File: config.mk
export PLATFORM = sky130hd
export DESIGN_NAME = bpsk_frame_ctrl
export DESIGN_NICKNAME = d
export VERILOG_FILES = /design/src/rtl/bpsk_pkg.sv /design/src/rtl/bpsk_sym_timer.sv /design/src/rtl/bpsk_frame_ctrl.sv
export SDC_FILE = /design/constraint.sdc
export NUM_CORES = 1
export LEC_CHECK = 0
export ABC_AREA = 1
export BUFFER_PORTS_ARGS = -buffer_cell sky130_fd_sc_hd__clkbuf_2
export CAP_MARGIN = 10
export CORE_MARGIN = 1
export CORE_UTILIZATION = 60
export DETAILED_ROUTE_END_ITERATION = 12
export PLACE_DENSITY = 0.85
export SETUP_SLACK_MARGIN = 0.15
export SLEW_MARGIN = 10
export SYNTH_ARGS = -nofsm -noshare
export SYNTH_HDL_FRONTEND = slang
export SYNTH_SLANG_ARGS = --single-unit
File: constraint.sdc
create_clock -name clk -period 3.64 [get_ports clk]
set_input_delay 0.182 -clock clk [delete_from_list [all_inputs] [get_ports clk]]
set_output_delay 0.182 -clock clk [all_outputs]
set_load 0.02 [all_outputs]
File: src/rtl/bpsk_pkg.sv
// Shared types and defaults for the BPSK transmit framing logic.
package bpsk_pkg;

  typedef enum logic [1:0] {
    S_IDLE,
    S_PREAMBLE,
    S_SYNC,
    S_PAYLOAD
  } state_t;

  localparam logic [15:0] SYNC_WORD_DEF = 16'hD391;
  localparam int          SYNC_BITS_DEF = 16;
  localparam logic        PRE_START_BIT = 1'b1;

  function automatic int max_int(input int a, input int b);
    return (a > b) ? a : b;
  endfunction

endpackage

File: src/rtl/bpsk_sym_timer.sv
// Symbol-period counter: flags the first and last clock of every symbol.
module bpsk_sym_timer #(
  parameter int SPS = 16
) (
  input  logic clk,
  input  logic rst,
  input  logic en,
  input  logic clr,
  output logic sym_strobe,
  output logic sym_last
);

  localparam int CW = $clog2(SPS);

  logic [CW-1:0] sym_cnt_reg;

  always_ff @(posedge clk) begin
    if (rst || clr) begin
      sym_cnt_reg <= '0;
    end else if (en) begin
      sym_cnt_reg <= sym_last ? '0 : sym_cnt_reg + 1'b1;
    end
  end

  assign sym_strobe = en && (sym_cnt_reg == '0);
  assign sym_last   = en && (sym_cnt_reg == CW'(SPS - 1));

endmodule

File: src/rtl/bpsk_frame_ctrl.sv
// Frame sequencer: preamble, sync word and payload serialised MSB-first
// onto the modulator bit input, with the carrier step held per frame.
module bpsk_frame_ctrl
  import bpsk_pkg::*;
#(
  parameter int                   SPS           = 16,
  parameter int                   PREAMBLE_BITS = 32,
  parameter int                   SYNC_BITS     = SYNC_BITS_DEF,
  parameter logic [SYNC_BITS-1:0] SYNC_WORD     = SYNC_WORD_DEF,
  parameter int                   LEN_W         = 8
) (
  input  logic             clk,
  input  logic             rst,
  input  logic             start,
  input  logic [LEN_W-1:0] frame_len,
  input  logic [31:0]      phase_step_cfg,
  input  logic [7:0]       byte_data,
  input  logic             byte_valid,
  output logic             byte_ready,
  output logic             bit_out,
  output logic [31:0]      phase_step,
  output logic             sym_strobe,
  output logic             tx_active,
  output logic             busy,
  output logic             done,
  output logic             underrun
);

  localparam int BW = $clog2(max_int(max_int(PREAMBLE_BITS, SYNC_BITS), 8));

  state_t               state_reg, state_next;
  logic [BW-1:0]        bit_cnt_reg;
  logic                 bit_reg;
  logic [SYNC_BITS-1:0] sync_sr_reg;
  logic [7:0]           shift_reg;
  logic [7:0]           hold_data_reg;
  logic                 hold_valid_reg;
  logic [LEN_W-1:0]     fetched_reg;
  logic [LEN_W-1:0]     loaded_reg;
  logic [LEN_W-1:0]     len_reg;
  logic [31:0]          phase_reg;
  logic                 done_reg;

  logic sym_last;
  logic pre_end, sync_end, byte_end;
  logic need_byte, finish;
  logic load_byte, starve, frame_end;

  bpsk_sym_timer #(
    .SPS(SPS)
  ) u_sym_timer (
    .clk       (clk),
    .rst       (rst),
    .en        (busy),
    .clr       (!busy),
    .sym_strobe(sym_strobe),
    .sym_last  (sym_last)
  );

  assign pre_end  = (state_reg == S_PREAMBLE) && (bit_cnt_reg == BW'(PREAMBLE_BITS - 1));
  assign sync_end = (state_reg == S_SYNC)     && (bit_cnt_reg == BW'(SYNC_BITS - 1));
  assign byte_end = (state_reg == S_PAYLOAD)  && (bit_cnt_reg == BW'(7));

  // A byte boundary either needs another payload byte or closes the frame.
  assign need_byte = (sync_end && (len_reg != '0)) || (byte_end && (loaded_reg != len_reg));
  assign finish    = (sync_end && (len_reg == '0)) || (byte_end && (loaded_reg == len_reg));
  assign load_byte = sym_last && need_byte && hold_valid_reg;
  assign starve    = sym_last && need_byte && !hold_valid_reg;
  assign frame_end = sym_last && finish;

  always_ff @(posedge clk) begin
    if (rst) begin
      state_reg <= S_IDLE;
    end else begin
      state_reg <= state_next;
    end
  end

  always_comb begin
    state_next = state_reg;
    case (state_reg)
      S_IDLE:     if (start) state_next = S_PREAMBLE;
      S_PREAMBLE: if (sym_last && pre_end) state_next = S_SYNC;
      S_SYNC: begin
        if (frame_end || starve) state_next = S_IDLE;
        else if (load_byte)      state_next = S_PAYLOAD;
      end
      S_PAYLOAD:  if (frame_end || starve) state_next = S_IDLE;
      default:    state_next = S_IDLE;
    endcase
  end

  always_comb begin
    busy       = (state_reg != S_IDLE);
    tx_active  = busy;
    bit_out    = busy && bit_reg;
    phase_step = busy ? phase_reg : '0;
    byte_ready = busy && !hold_valid_reg && (fetched_reg < len_reg);
    done       = done_reg;
    underrun   = starve && !rst;
  end

  always_ff @(posedge clk) begin
    if (rst) begin
      bit_cnt_reg    <= '0;
      bit_reg        <= 1'b0;
      sync_sr_reg    <= '0;
      shift_reg      <= '0;
      hold_data_reg  <= '0;
      hold_valid_reg <= 1'b0;
      fetched_reg    <= '0;
      loaded_reg     <= '0;
      len_reg        <= '0;
      phase_reg      <= '0;
      done_reg       <= 1'b0;
    end else begin
      done_reg <= 1'b0;
      if (byte_valid && byte_ready) begin
        hold_data_reg  <= byte_data;
        hold_valid_reg <= 1'b1;
        fetched_reg    <= fetched_reg + 1'b1;
      end
      if (state_reg == S_IDLE) begin
        if (start) begin
          len_reg        <= frame_len;
          phase_reg      <= phase_step_cfg;
          bit_reg        <= PRE_START_BIT;
          bit_cnt_reg    <= '0;
          fetched_reg    <= '0;
          loaded_reg     <= '0;
          hold_valid_reg <= 1'b0;
        end
      end else if (sym_last) begin
        if (frame_end || starve) begin
          done_reg    <= frame_end;
          bit_reg     <= 1'b0;
          bit_cnt_reg <= '0;
        end else if (load_byte) begin
          bit_reg        <= hold_data_reg[7];
          shift_reg      <= {hold_data_reg[6:0], 1'b0};
          hold_valid_reg <= 1'b0;
          loaded_reg     <= loaded_reg + 1'b1;
          bit_cnt_reg    <= '0;
        end else if (pre_end) begin
          bit_reg     <= SYNC_WORD[SYNC_BITS-1];
          sync_sr_reg <= SYNC_WORD << 1;
          bit_cnt_reg <= '0;
        end else if (state_reg == S_SYNC) begin
          bit_reg     <= sync_sr_reg[SYNC_BITS-1];
          sync_sr_reg <= sync_sr_reg << 1;
          bit_cnt_reg <= bit_cnt_reg + 1'b1;
        end else if (state_reg == S_PAYLOAD) begin
          bit_reg     <= shift_reg[7];
          shift_reg   <= shift_reg << 1;
          bit_cnt_reg <= bit_cnt_reg + 1'b1;
        end else begin
          // Preamble alternates every symbol.
          bit_reg     <= ~bit_reg;
          bit_cnt_reg <= bit_cnt_reg + 1'b1;
        end
      end
    end
  end

endmodule

* Word level (Yosys, flattened, before mapping) *
Cells that the tools add are included.

cells by class
  equal/unequal tests = 16
  add/sub/neg operators = 4
  bitwise logic cells = 5
  mux-type cells = 42
  magnitude comparators = 1
  reductions and logical operators = 42

operators with widths
  operator                                               number
  2-to-1 mux 8 bit                                       12
  2-to-1 mux 16 bit                                      2
  2-to-1 mux 32 bit                                      1
  2-to-1 mux 5 bit                                       6
  logical AND 1 bit                                      19
  adder 8 x 1 -> 8 bit, second input constant            2
  2-to-1 mux 1 bit                                       14
  2-to-1 mux 2 bit                                       5
  nonzero test 2 bit                                     5
  == test 8 bit                                          1
  logical NOT 8 bit                                      1
  < comparator 8 bit                                     1
  inequality test 8 bit                                  1
  one-hot mux 2 bit (4 select lines)                     1
  AND reduction 4 bit                                    2
  nonzero test 8 bit                                     1
  inequality test 2 x 1 -> 1 bit, second input constant  3
  inequality test 2 bit, second input constant           3
  AND reduction 6 bit                                    1
  adder 5 x 1 -> 5 bit, second input constant            1
  == test 5 x 3 -> 1 bit, second input constant          1
  == test 5 x 4 -> 1 bit, second input constant          1
  == test 5 bit, second input constant                   1
  inverter 1 bit                                         5
  other kinds (13)                                       20

storage, ports and cells
  bits in registers = 102
  input port bits = 52

* Depth between registers and ports, before layout *
  depth in word-level cells = 10
  gate-level depth with buffers = 17
  gate-level depth less buffers = 15

* By module *
From an unflattened synthesis, not the netlist that was laid out.

second synthesis, totals
  cells, all modules = 715
  area total of the unflattened synthesis = 4817.1 um2

by module, submodules not included
  module           cells each  area an instance (um2)  times used
  bpsk_frame_ctrl  682         4595.7                  1
  bpsk_sym_timer   33          221.5                   1

* Worst setup path before layout *
Ideal clock, no wire load.

  path kind = flip-flop to flip-flop
  start = register bit_cnt_reg[0]
  end = register shift_reg[3]
  setup slack = 1614 ps
  setup time = 113 ps
  data required time = 3527 ps
  cell stages (with the launch flop) = 17
  buffers on the path = 2
  data arrival time = 1913 ps
  cells stage by stage = dfxtp_1 ha_1 nand2_1 nor2_1 ha_1 nand2_1 or2_1 nand2_2 nand3_2 buf_6 nand2_2 inv_2 nor2_4 buf_6 nand2_1 nand2_1 nor2_1

on the way
  cells in the longest elaborated chain, start to end = 9
  elaborated cells on any way between the ends = 23
  classes of those cells = eq/ne: 5; mux: 1; bitwise: 1; reduce/logical: 16

RTL lines
  item                                                                         RTL line                RTL
  start, declared                                                              bpsk_frame_ctrl.sv:32   logic [BW-1:0] bit_cnt_reg;
  start signal, assigned                                                       bpsk_frame_ctrl.sv:151  bit_cnt_reg <= bit_cnt_reg + 1'b1;
  start signal, assigned                                                       bpsk_frame_ctrl.sv:155  bit_cnt_reg <= bit_cnt_reg + 1'b1;
  start signal, assigned                                                       bpsk_frame_ctrl.sv:159  bit_cnt_reg <= bit_cnt_reg + 1'b1;
  parallel branches: the longest is 9 deep, another holds AND reduction 6 bit  --
  end signal, assigned                                                         bpsk_frame_ctrl.sv:140  shift_reg <= {hold_data_reg[6:0], 1'b0};
  end signal, assigned                                                         bpsk_frame_ctrl.sv:154  shift_reg <= shift_reg << 1;
  end, declared                                                                bpsk_frame_ctrl.sv:35   logic [7:0] shift_reg;

Several ways; the timed one is not identified.
A chain may end at the register's enable or synchronous reset.

* Final worst setup path *
  start = register bit_cnt_reg[1]
  end = register sync_sr_reg[15]

on the way
  cells in the longest elaborated chain, start to end = 9
  elaborated cells on any way between the ends = 22
  classes of those cells = eq/ne: 3; mux: 1; bitwise: 2; reduce/logical: 16

RTL lines
  item                                                                     RTL line                                      RTL
  == test 5 x 4 -> 1 bit / == test 5 x 3 -> 1 bit (equally long branches)  bpsk_frame_ctrl.sv:61, bpsk_frame_ctrl.sv:62
  logical AND 1 bit, on equally long branches                              bpsk_frame_ctrl.sv:61, bpsk_frame_ctrl.sv:62
  logical AND 1 bit                                                        bpsk_frame_ctrl.sv:65                         assign need_byte = (sync_end && (len_reg != '0)) || (byte_end && (loaded_reg != len_reg));
  logical OR 1 bit                                                         bpsk_frame_ctrl.sv:65
  logical AND 1 bit                                                        bpsk_frame_ctrl.sv:67, bpsk_frame_ctrl.sv:68
  logical AND 1 bit                                                        bpsk_frame_ctrl.sv:68                         assign starve = sym_last && need_byte && !hold_valid_reg;
  logical OR 1 bit                                                         bpsk_frame_ctrl.sv:134                        if (frame_end || starve) begin
  inverter 1 bit (no source line)                                          --
  AND reduction 5 bit (no source line)                                     --
  end signal, assigned                                                     bpsk_frame_ctrl.sv:146                        sync_sr_reg <= SYNC_WORD << 1;
  end signal, assigned                                                     bpsk_frame_ctrl.sv:150                        sync_sr_reg <= sync_sr_reg << 1;
  end, declared                                                            bpsk_frame_ctrl.sv:34                         logic [SYNC_BITS-1:0] sync_sr_reg;

Several ways; a longest one is shown, not always the timed one.

==> metrics.md <==
| Metric | Value |
|---|---|
| Status | `finished, final reports clean` |
| Largest net degree at the start of global routing | `81` |
| CORE AREA | `around 0.0078 mm^2` |
| Worst setup margin | `662.7 ps` |
| Buffers on Ports | `90` |
| Diodes inserted | `0` |
| CTS tree | `done` |
| Multi-input gate area | `0.002286 mm^2` |
| Relative slew slack | `a little over two fifths` |
| Async SR Flop Fraction | `0%` |
| CP Class | `flop to flop` |
| Die W | `91.78 um` |
| Final hold violation count | `0` |
| Initial DRC count | `216` |
| CP required | `~3900 ps` |
| Max Freq | `about 0.34 GHz` |
| Least-Margin Pin Slew | `around 840 ps` |
| Seq cells post-synth | `100` |
| Nets | `850` |
| Primary FF master, synth | `dfxtp_1` |
| Avg Cell Area, Syn | `6.782 um^2` |
| Antenna violations before repair | `0` |
| Number of cells on the critical path | `14` |
| Crit-path max cell delay | `490 ps` |
| Mux cell area share after synthesis | `0%` |
| Drc violations | `0` |
| Post-synth EDFFs | `0` |
| Crit-path cells | `ha_1 -> nand2_1 -> nor2_1 -> ha_1 -> nand2_1 -> or2_1 -> nand2_2 -> nand3_2 -> o21ai_1 -> inv_2 -> nand2_1 -> nand2_1 -> nand2_1 -> nor2_1` |
| Rows | `32` |
| Setup_tns | `0 ps` |
| Period utilization | `81.79%` |
| Gpl congestion | `between 0.8 and 0.9` |
| Xor and xnor fraction of the mapped netlist area | `1.992%` |
| Util after Layout | `70.86%` |
| Min-Delay Path Depth | `3` |
| Root Buffer | `clkbuf_8` |
| Hold Buf Count CTS | `0` |
| Via count | `4576` |
| Hold slack | `43.22 ps` |
| Leakage | `0.002572 uW` |
| Setup slack at placement | `695.5 ps` |
| Max Fanout on Critical Path | `22` |
| Post-CTS resize count | `0` |
| DP HPWL | `7.517 mm` |
| Remaining antenna violation count | `0` |
| Global-route usage over all layers | `26.29%` |
| Slew Limit Fails | `0` |
| Total CTS buffers | `9` |
| Clk_skew | `13.43 ps` |
| RSZ-0062 raised after global routing | `no` |
| Clock Latency Late Sink | `370 ps` |
| Fin crit period | `around 3000 ps` |
| Vias in the first global route | `between 4000 and 5000` |
| CP endpoint | `sync_sr_reg[15]$_SDFFE_PP0P_` |
| Final setup viols | `0` |
| GR Overflow Total | `0` |
| Post-synth cell types | `36` |
| Post-Synth Simple-Gate Area | `between 20% and 30%` |
| Synth Area in Compound Gates | `15.16%` |
| Post-Syn Nets | `779` |
| Die height | `between 90 and 100 um` |
| Per-cell routed wire length | `11.62 um` |
| Final std cell area, no fill | `approximately 0.0055 mm^2` |
| P&R area growth vs syn | `13.82%` |
| Slowest cell on crit path | `nand2_1` |
| Pre-Repair DR Iteration Count | `5` |
| Register area | `around 0.0020 mm^2` |
| Reg2reg start | `bit_cnt_reg[1]$_SDFFE_PP0P_` |
| Synth Instances | `between 700 and 800` |
| Fillcell total | `709` |
| Total wire length | `10.35 mm` |
| H-tree depth | `3` |
| Maximum VDD drop | `337.7 uV` |
| Top-level I/O count | `91` |
| Worst setup path startpoint | `bit_cnt_reg[1]$_SDFFE_PP0P_` |
| Hold WC Path Type | `input pin to flop` |
| Commonest non-fill, non-tap cell in the layout | `nand2_1` |
| First-pass GRT wire length | `18.19 mm` |
| Most used cell, CP | `nand2_1` |
| Initial Utilization | `62.26%` |
| Reg2Reg Depth | `14` |
| Yosys warns | `0` |
| PD cells | `653.0 mW/mm^2` |
| Maximum root-to-sink buffer count | `2` |
| R2R setup slack | `660 ps` |
| Post-synthesis adder-cell area fraction | `3.622%` |
| Largest register FFs | `32` |
| Worst-path clk slew | `100 ps` |
| Num Clock Sinks | `100` |
| Startpoint types | `flop` |
| Number of max-cap violations | `0` |
| Crit. End Element | `flop` |
| Main combinational cell family by area after synthesis | `simple AND/OR/NAND/NOR gates` |
| Crit Reg-Reg Endpoint | `sync_sr_reg[15]$_SDFFE_PP0P_` |
| Die area | `0.008423 mm^2` |
| CP bufs+invs | `1` |
| Setup repair bufs after CTS | `0` |
| Layout cells sized above 1 | `16.35%` |
| Highest-count cells in the layout ignoring fill and taps | `nand2_1, nor2_1, dfxtp_1` |
| Arr. time, crit path | `roughly 3300 ps` |
| Sequential share of the synthesized area | `41.40%` |
| Placement Cell Area | `0.005275 mm^2` |
| Via density | `between 5 and 6` |
| Largest delay contributor family on the critical path | `simple AND/OR/NAND/NOR gates` |
| Post-Syn Area | `0.004836 mm^2` |
==> cells in the mapped netlist, drive strengths merged (3+ instances only) <==
library cell,instances,area share [%]
nor3,7,0.72
ha,14,3.6
inv,102,7.9
o21a,3,0.47
clkbuf,23,1.8
o21ai,65,6.8
nand4,7,0.91
nor2,122,9.8
buf,10,1.6
nand3,18,2.1
nand2,150,12
dfxtp,100,41
xor2,8,1.4
a21oi,68,7.3
or2,3,0.39
xnor2,3,0.54
==> worst min path at each step <==
stage / startpoint / end
CTS: byte_data[7] / hold_data_reg[7]$_SDFFE_PP0P_
finish: byte_data[7] / hold_data_reg[7]$_SDFFE_PP0P_
global route: byte_data[7] / hold_data_reg[7]$_SDFFE_PP0P_
detailed placement: byte_data[7] / hold_data_reg[7]$_SDFFE_PP0P_
global placement: byte_data[7] / hold_data_reg[7]$_SDFFE_PP0P_
floorplan: rst / bit_cnt_reg[1]$_SDFFE_PP0P_
==> layout make-up <==
class	instances	area share (%)
Clock buffer	9	2.251
Clock inverter	7	1.910
Inverter	103	7.024
Multi-Input combinational cell	477	41.53
Sequential cell	100	36.37
Tap cell	102	2.319
Timing Repair Buffer	93	8.593
==> worst reg2reg max path, stage by stage (launching register included) <==
cell and delay [ps]:
dfxtp_1 370, ha_1 170, nand2_1 110, nor2_1 180
ha_1 200, nand2_1 60, or2_1 240, nand2_2 120
nand3_2 350, o21ai_1 290, inv_2 50, nand2_1 490
nand2_1 130, nand2_1 90, nor2_1 40
==> cells by family after synthesis <==
kind of cell | count (synthesis)
adder cells (fa/ha/maj) | 14
buffers and inverters | 136
AO/OA/AOI/OAI | 140
AND/OR/NAND/NOR | 312
flip-flops | 100
XOR/XNOR | 11
==> routing by layer <==
metal / routed length [um] / up-vias / GRT usage (%)
li1: - / 2367 / -
met3: 667 / 17 / 4.975
met1: 4616 / 2042 / 31.75
met2: 4900 / 150 / 46.87
met4: 165 / 0 / 8.724
met5: 0 / - / 0
==> report_power, final <==
part / switching [uW] / internal [uW] / leakage [uW] / total [uW]
combinational: 966 / 404 / 0.00164 / 1370
clock: 412 / 398 / 0.000112 / 810
sequential: 112 / 1300 / 0.000817 / 1410
total: 1490 / 2100 / 0.00257 / 3590
==> per-stage QoR <==
step / instances / power (uW)
floorplan: 713 / 2452
global placement: 875 / 2750
detailed placement: 875 / 2801
CTS: 891 / 3603
global route: 891 / 3845
finish: 891 / 3594
No activity file was read; power rests on OpenSTA's default activity.
